**src/rtl/cp0_intc_pkg.sv**
```systemverilog
// cp0_intc_pkg: CP0 register numbers, SR/Cause field positions, ExcCodes and field packing helpers
package cp0_intc_pkg;

    localparam logic [4:0] REG_SR    = 5'd12;
    localparam logic [4:0] REG_CAUSE = 5'd13;
    localparam logic [4:0] REG_EPC   = 5'd14;
    localparam logic [4:0] REG_PRID  = 5'd15;

    localparam int SR_IE        = 0;
    localparam int SR_EXL       = 1;
    localparam int SR_IM_LO     = 10;
    localparam int CAUSE_EXC_LO = 2;
    localparam int CAUSE_IP_LO  = 10;
    localparam int CAUSE_BD     = 31;

    localparam logic [31:0] PRID_DEFAULT = 32'h2017_1227;

    typedef enum logic [4:0] {
        EC_INT  = 5'd0,
        EC_ADEL = 5'd4,
        EC_ADES = 5'd5,
        EC_RI   = 5'd10,
        EC_OV   = 5'd12
    } exc_code_e;

    function automatic logic [31:0] sr_word(input logic [5:0] im, input logic exl, input logic ie);
        sr_word = (32'(im) << SR_IM_LO) | (32'(exl) << SR_EXL) | (32'(ie) << SR_IE);
    endfunction

    function automatic logic [31:0] cause_word(input logic bd, input logic [5:0] ip, input logic [4:0] exc);
        cause_word = (32'(bd) << CAUSE_BD) | (32'(ip) << CAUSE_IP_LO) | (32'(exc) << CAUSE_EXC_LO);
    endfunction

    function automatic logic [31:0] word_align(input logic [31:0] a);
        word_align = a & ~32'h3;
    endfunction

endpackage

```
**src/rtl/cp0_intc_if.sv**
```systemverilog
// cp0_intc_if: M-stage pipeline <-> CP0 signals (mfc0/mtc0/eret, exceptions, device IRQs, redirect)
interface cp0_intc_if;
    logic [4:0]  A1;
    logic [4:0]  A2;
    logic [31:0] DIn;
    logic        WE;
    logic [31:0] PC;
    logic        BDIn;
    logic [4:0]  ExcCodeIn;
    logic [5:0]  HWInt;
    logic        EXLClr;
    logic        Req;
    logic [31:0] EPCOut;
    logic [31:0] DOut;

    modport master (
        output A1, A2, DIn, WE, PC, BDIn, ExcCodeIn, HWInt, EXLClr,
        input  Req, EPCOut, DOut
    );

    modport slave (
        input  A1, A2, DIn, WE, PC, BDIn, ExcCodeIn, HWInt, EXLClr,
        output Req, EPCOut, DOut
    );
endinterface

```
**src/rtl/cp0_intc.sv**
```systemverilog
// cp0_intc: SR/Cause/EPC/PRId with interrupt-over-exception arbitration and a single Req to the pipeline
module cp0_intc
    import cp0_intc_pkg::*;
#(
    parameter logic [31:0] PRID    = PRID_DEFAULT,
    parameter logic [4:0]  EXC_INT = EC_INT
) (
    input logic        clk,
    input logic        reset,
    cp0_intc_if.slave  bus
);

    logic [5:0]  im_q, im_d, ip_q;
    logic        exl_q, exl_d, ie_q, ie_d, bd_q, bd_d;
    logic [4:0]  exc_q, exc_d;
    logic [31:0] epc_q, epc_d;
    logic        int_req, exc_req, req, wr_sr, wr_epc;

    always_comb begin
        int_req = |(bus.HWInt & im_q) & ie_q & ~exl_q;
        exc_req = (bus.ExcCodeIn != 5'd0) & ~exl_q;
        req     = int_req | exc_req;
        wr_sr   = bus.WE & ~req & (bus.A2 == REG_SR);
        wr_epc  = bus.WE & ~req & (bus.A2 == REG_EPC);
        im_d    = wr_sr ? bus.DIn[SR_IM_LO +: 6] : im_q;
        ie_d    = wr_sr ? bus.DIn[SR_IE] : ie_q;
        // eret clears EXL after any same-cycle mtc0 to SR
        exl_d   = req | (~bus.EXLClr & (wr_sr ? bus.DIn[SR_EXL] : exl_q));
        bd_d    = req ? bus.BDIn : bd_q;
        exc_d   = req ? (int_req ? EXC_INT : bus.ExcCodeIn) : exc_q;
        epc_d   = req    ? word_align(bus.BDIn ? bus.PC - 32'd4 : bus.PC) :
                  wr_epc ? word_align(bus.DIn) : epc_q;
    end

    always_ff @(posedge clk) begin
        if (reset) begin
            im_q  <= '0;
            exl_q <= 1'b0;
            ie_q  <= 1'b0;
            bd_q  <= 1'b0;
            exc_q <= '0;
            epc_q <= '0;
            ip_q  <= '0;
        end else begin
            im_q  <= im_d;
            exl_q <= exl_d;
            ie_q  <= ie_d;
            bd_q  <= bd_d;
            exc_q <= exc_d;
            epc_q <= epc_d;
            ip_q  <= bus.HWInt;
        end
    end

    assign bus.Req    = req;
    assign bus.EPCOut = epc_q;
    assign bus.DOut   = (bus.A1 == REG_SR)    ? sr_word(im_q, exl_q, ie_q) :
                        (bus.A1 == REG_CAUSE) ? cause_word(bd_q, ip_q, exc_q) :
                        (bus.A1 == REG_EPC)   ? epc_q :
                        (bus.A1 == REG_PRID)  ? PRID : 32'd0;

endmodule

```
**src/flat_wrapper.sv**
```systemverilog
// flat-port wrapper written by rule: the top's interface ports become plain ports
module cp0_intc_flat import cp0_intc_pkg::*;
#(
    parameter logic [31:0] PRID    = PRID_DEFAULT,
    parameter logic [4:0]  EXC_INT = EC_INT
)
  (clk, reset, bus_A1, bus_A2, bus_DIn, bus_WE, bus_PC, bus_BDIn, bus_ExcCodeIn, bus_HWInt, bus_EXLClr, bus_Req, bus_EPCOut, bus_DOut);
  cp0_intc_if bus_i ();
  input logic clk;
  input logic reset;
  input wire logic [$bits(bus_i.A1)-1:0] bus_A1;
  input wire logic [$bits(bus_i.A2)-1:0] bus_A2;
  input wire logic [$bits(bus_i.DIn)-1:0] bus_DIn;
  input wire logic [$bits(bus_i.WE)-1:0] bus_WE;
  input wire logic [$bits(bus_i.PC)-1:0] bus_PC;
  input wire logic [$bits(bus_i.BDIn)-1:0] bus_BDIn;
  input wire logic [$bits(bus_i.ExcCodeIn)-1:0] bus_ExcCodeIn;
  input wire logic [$bits(bus_i.HWInt)-1:0] bus_HWInt;
  input wire logic [$bits(bus_i.EXLClr)-1:0] bus_EXLClr;
  output wire logic [$bits(bus_i.Req)-1:0] bus_Req;
  output wire logic [$bits(bus_i.EPCOut)-1:0] bus_EPCOut;
  output wire logic [$bits(bus_i.DOut)-1:0] bus_DOut;
  assign bus_i.A1 = bus_A1;
  assign bus_i.A2 = bus_A2;
  assign bus_i.DIn = bus_DIn;
  assign bus_i.WE = bus_WE;
  assign bus_i.PC = bus_PC;
  assign bus_i.BDIn = bus_BDIn;
  assign bus_i.ExcCodeIn = bus_ExcCodeIn;
  assign bus_i.HWInt = bus_HWInt;
  assign bus_i.EXLClr = bus_EXLClr;
  assign bus_Req = bus_i.Req;
  assign bus_EPCOut = bus_i.EPCOut;
  assign bus_DOut = bus_i.DOut;
  cp0_intc #(.PRID(PRID), .EXC_INT(EXC_INT)) u_core (.clk(clk), .reset(reset), .bus(bus_i));
endmodule
```
**config.mk**
```make
export PLATFORM = sky130hd
export DESIGN_NAME = cp0_intc_flat
export DESIGN_NICKNAME = d
export VERILOG_FILES = /design/src/rtl/cp0_intc_pkg.sv /design/src/rtl/cp0_intc_if.sv /design/src/rtl/cp0_intc.sv /design/src/flat_wrapper.sv
export SDC_FILE = /design/constraint.sdc
export NUM_CORES = 1
export LEC_CHECK = 0
export CAP_MARGIN = 10
export CELL_PAD_IN_SITES_DETAIL_PLACEMENT = 1
export CELL_PAD_IN_SITES_GLOBAL_PLACEMENT = 2
export CORE_UTILIZATION = 24
export CTS_CLUSTER_SIZE = 14
export DETAILED_ROUTE_END_ITERATION = 12
export GPL_TIMING_DRIVEN = 0
export PLACE_DENSITY_LB_ADDON = 0.1
export SLEW_MARGIN = 20
export SYNTH_ARGS = -nofsm -noshare
export SYNTH_HDL_FRONTEND = slang
export SYNTH_SLANG_ARGS = --single-unit
```
**constraint.sdc**
```tcl
create_clock -name clk -period 7.33 [get_ports clk]
set_input_delay 2.199 -clock clk [delete_from_list [all_inputs] [get_ports clk]]
set_output_delay 2.199 -clock clk [all_outputs]
set_load 0.005 [all_outputs]
```
==> reports/qor.json <==
{
  "status": "finished clean",
  "grt_first_pass_wirelength_mm": 23.1,
  "syn-instance-count": 433,
  "most_frequent_standard_cell_in_the_layout_excluding_fill_and_tap_cells": "clkdlybuf4s50_1",
  "cell_area_after_synthesis_um2": 3430,
  "final_antenna_net_count": 0,
  "critical_path_required_ns": 5.13,
  "timing_worst_setup_path_type": "in2out",
  "tritoncts_num_sinks": 50,
  "regToRegEndpoint": "u_core.bus.EPCOut[18]",
  "die_area_um2": 14800,
  "worst_skew_pair.late_latency_ns": 0.30,
  "top_signal_layer_used": "met4",
  "starting_density_of_the_core": 0.246,
  "rows": 43,
  "buffer_depth_of_the_longest_clock_path": 2,
  "total_leakage_power_uw": 0.00169,
  "grt_remaining_overflow": 0,
  "antenna_found_initial": 0,
  "via_count_of_the_first_global_routing_pass": 3966,
  "mostFrequentLayoutCells": "146 x clkdlybuf4s50_1, 50 x dfxtp_1, 41 x nor2_1",
  "pre_cts_ws_ns": -0.184,
  "io-pin-count": 155,
  "postRouteWirelength_mm": 15.1,
  "ys_seq_area_frac": 0.292,
  "route.layer.met1.wl_mm": 6.95,
  "end_kind": "primary output",
  "worst-endpoint-arrival_ns": 4.90,
  "critical_path.max_fanout": 10,
  "reg2regPathDepth": 5,
  "combined_global_route_utilization_of_all_metal_layers": 0.207,
  "power.sequential.fraction": 0.400,
  "flow.area_growth_from_synthesis_pct": 54.1,
  "timing.final.setup_violations": 0,
  "switching_power_uw": 225,
  "worst_r2r_startpoint": "u_core.im_q[1]",
  "ys_warn_count": 0,
  "pwr-share-clk": 0.329,
  "finish.utilization": 0.380,
  "synth_edf_count": 0,
  "pwr_density_cell_nw_per_um2": 146,
  "met2WireLength_mm": 7.26,
  "yosys_register_bits": 50,
  "synth_top_area_share": 0.292,
  "io_buffers": 146,
  "cts_made_buffers": 5,
  "clock_pin_transition_on_the_worst_setup_and_hold_timing_paths_ns": 0.07,
  "final_nets": 678,
  "whs_path_depth": 2,
  "tightest_slew_ns": 1.06,
  "vias": 3986,
  "p_sw_frac": 0.290,
  "final_max_slew_viol_count": 0,
  "smallest_hold_slack_ns": 0.487,
  "share_comb_of_total_power": 0.271,
  "max-cap-violations": 0,
  "wl_per_cell_um": 19.7,
  "hold_path_end": "u_core.bd_q",
  "final_hold_viol_count": 0,
  "coreArea_um2": 13900,
  "postSynth.asyncResetShare": 0,
  "post_cts_buffers": 0,
  "final.setup.worst_slack_ns": 0.235,
  "max_freq_mhz": 141,
  "final_period_utilization": 0.968,
  "hold_path_startpoint": "u_core.bd_q",
  "hold_path_class": "reg2reg",
  "layout.filler_cells": 1625,
  "r2r_setup_slack_ns": 4.86,
  "die-height_um": 122,
  "synth.area.top_cells": "dfxtp_1 29%, mux2i_1 7.9%, a2111oi_0 5.1%, nor2_1 4.5%, a211oi_1 4.4%",
  "unique_cell_type_count_in_the_yosys_netlist": 51,
  "final_layout_size_suffix_gt1_frac": 0.0476,
  "finalWeightedCongestion": 0.915,
  "setup_repair_after_global_routing_missed_its_margin": "no",
  "average_instance_area_after_synthesis_um2": 7.93,
  "cts_htree_levels": 2,
  "power_report.internal_total_uw": 550,
  "detail_route.iter0.violations": 145,
  "cp-start-kind": "primary input",
  "grt_max_degree": 16,
  "antenna-diode-count": 0,
  "most_used_flip_flop_cell_after_synthesis": "dfxtp_1",
  "dr_wl_met3_um": 663,
  "via_per_inst": 5.19,
  "timing.slew.headroom": 0.287,
  "die_width_um": 122,
  "detailedPlacementHpwl_mm": 12.5,
  "yosys.area.top_type": "dfxtp_1",
  "cts_tree": "built",
  "clock_tree.root_cell": "clkbuf_16",
  "skew_ns": 0.00724,
  "max-vdd-ir-drop_uv": 67.6,
  "detail_route.drc_violations": 0,
  "dr.pass1.iters": 4,
  "final_period_minus_worst_setup_slack_ns": 7.09
}
synth_stat cells (11+ instances only):
cell type,n
nor2_1,41
or3_1,14
a211oi_1,20
a21oi_1,16
a311oi_1,16
clkbuf_1,32
dfxtp_1,50
a2111oi_0,20
or4_1,11
a31oi_1,20
nor3_1,13
nand2b_1,16
mux2i_1,27
inv_1,26
routing by layer:
layer,GRT usage,up-vias
li1,-,1952
met1,0.278,1898
met2,0.349,119
met3,0.0234,17
met4,0.0525,0
met5,0,-
cells by family after synthesis:
family                     count (synthesis)  synth area share
AOI/OAI and AO/OA                        130             0.276
other                                      1           0.00109
DFF                                       50             0.292
adders and majority gates                  1           0.00364
and+or+nand+nor                          150             0.249
muxes                                     27            0.0787
buffers and inverters                     66            0.0802
xor gates and xnor gates                   8            0.0204
area by class of cell:
| class | instances | area, µm² | share of cell area |
|---|---|---|---|
| tap | 180 | 225 | 0.0426 |
| multi-input combinational | 318 | 2170 | 0.410 |
| clock inverter | 1 | 8.76 | 0.00166 |
| buffer | 40 | 178 | 0.0336 |
| clock buffer | 7 | 153 | 0.0288 |
| inverter | 26 | 97.6 | 0.0184 |
| sequential | 50 | 1000 | 0.189 |
| timing repair buffer | 146 | 1460 | 0.276 |
stage by stage:
step	cells	TNS [ns]	total power [µW]	instance area, µm²
6_report	768	0	774	5290
5_1_grt	768	0	813	5290
4_1_cts	768	0	778	5290
3_5_place_dp	760	-0.184	525	5120
3_3_place_gp	760	-0.148	523	5120
2_1_floorplan	434	0	396	3440
power groups by stage:
stage,combinational [µW],sequential (µW),clock [µW]
after CTS,210,310,258
after global placement,206,316,0
after floorplan,84.8,311,0
final,210,310,255
after global routing,228,312,273
after detailed placement,209,316,0
worst max path at each step:
stage | start | to | slack (ns) | cells past startpoint
2_1_floorplan | bus_ExcCodeIn[4] | bus_Req | 1.60 | 6
3_3_place_gp | bus_HWInt[1] | bus_Req | -0.15 | 7
3_5_place_dp | bus_HWInt[1] | bus_Req | -0.18 | 7
4_1_cts | bus_ExcCodeIn[4] | bus_Req | 0.20 | 8
5_1_grt | bus_ExcCodeIn[4] | bus_Req | 0.09 | 8
6_report | bus_ExcCodeIn[4] | bus_Req | 0.24 | 8
sequential cells by signal (all words and copies together) (netlist names):
register	count
u_core.exc_q	5
u_core.ip_q	6
u_core.ie_q	1
u_core.bd_q	1
u_core.im_q	6
u_core.bus.EPCOut	30
u_core.exl_q	1
critical path: stages:
cell,delay (ns)
clkdlybuf4s50_1,0.43
or4_1,0.57
o21a_1,0.23
clkbuf_1,0.25
nor2_1,0.26
inv_1,0.11
clkbuf_1,0.28
clkdlybuf4s50_1,0.57
timing repair:
item / in CTS / in global routing
setup endpoints to repair: 1 / 0
hold endpoints to repair: 0 / 0
resized for setup: 1 / 0
hold buffers: 0 / 0
Power figures use the tool's default switching activity.
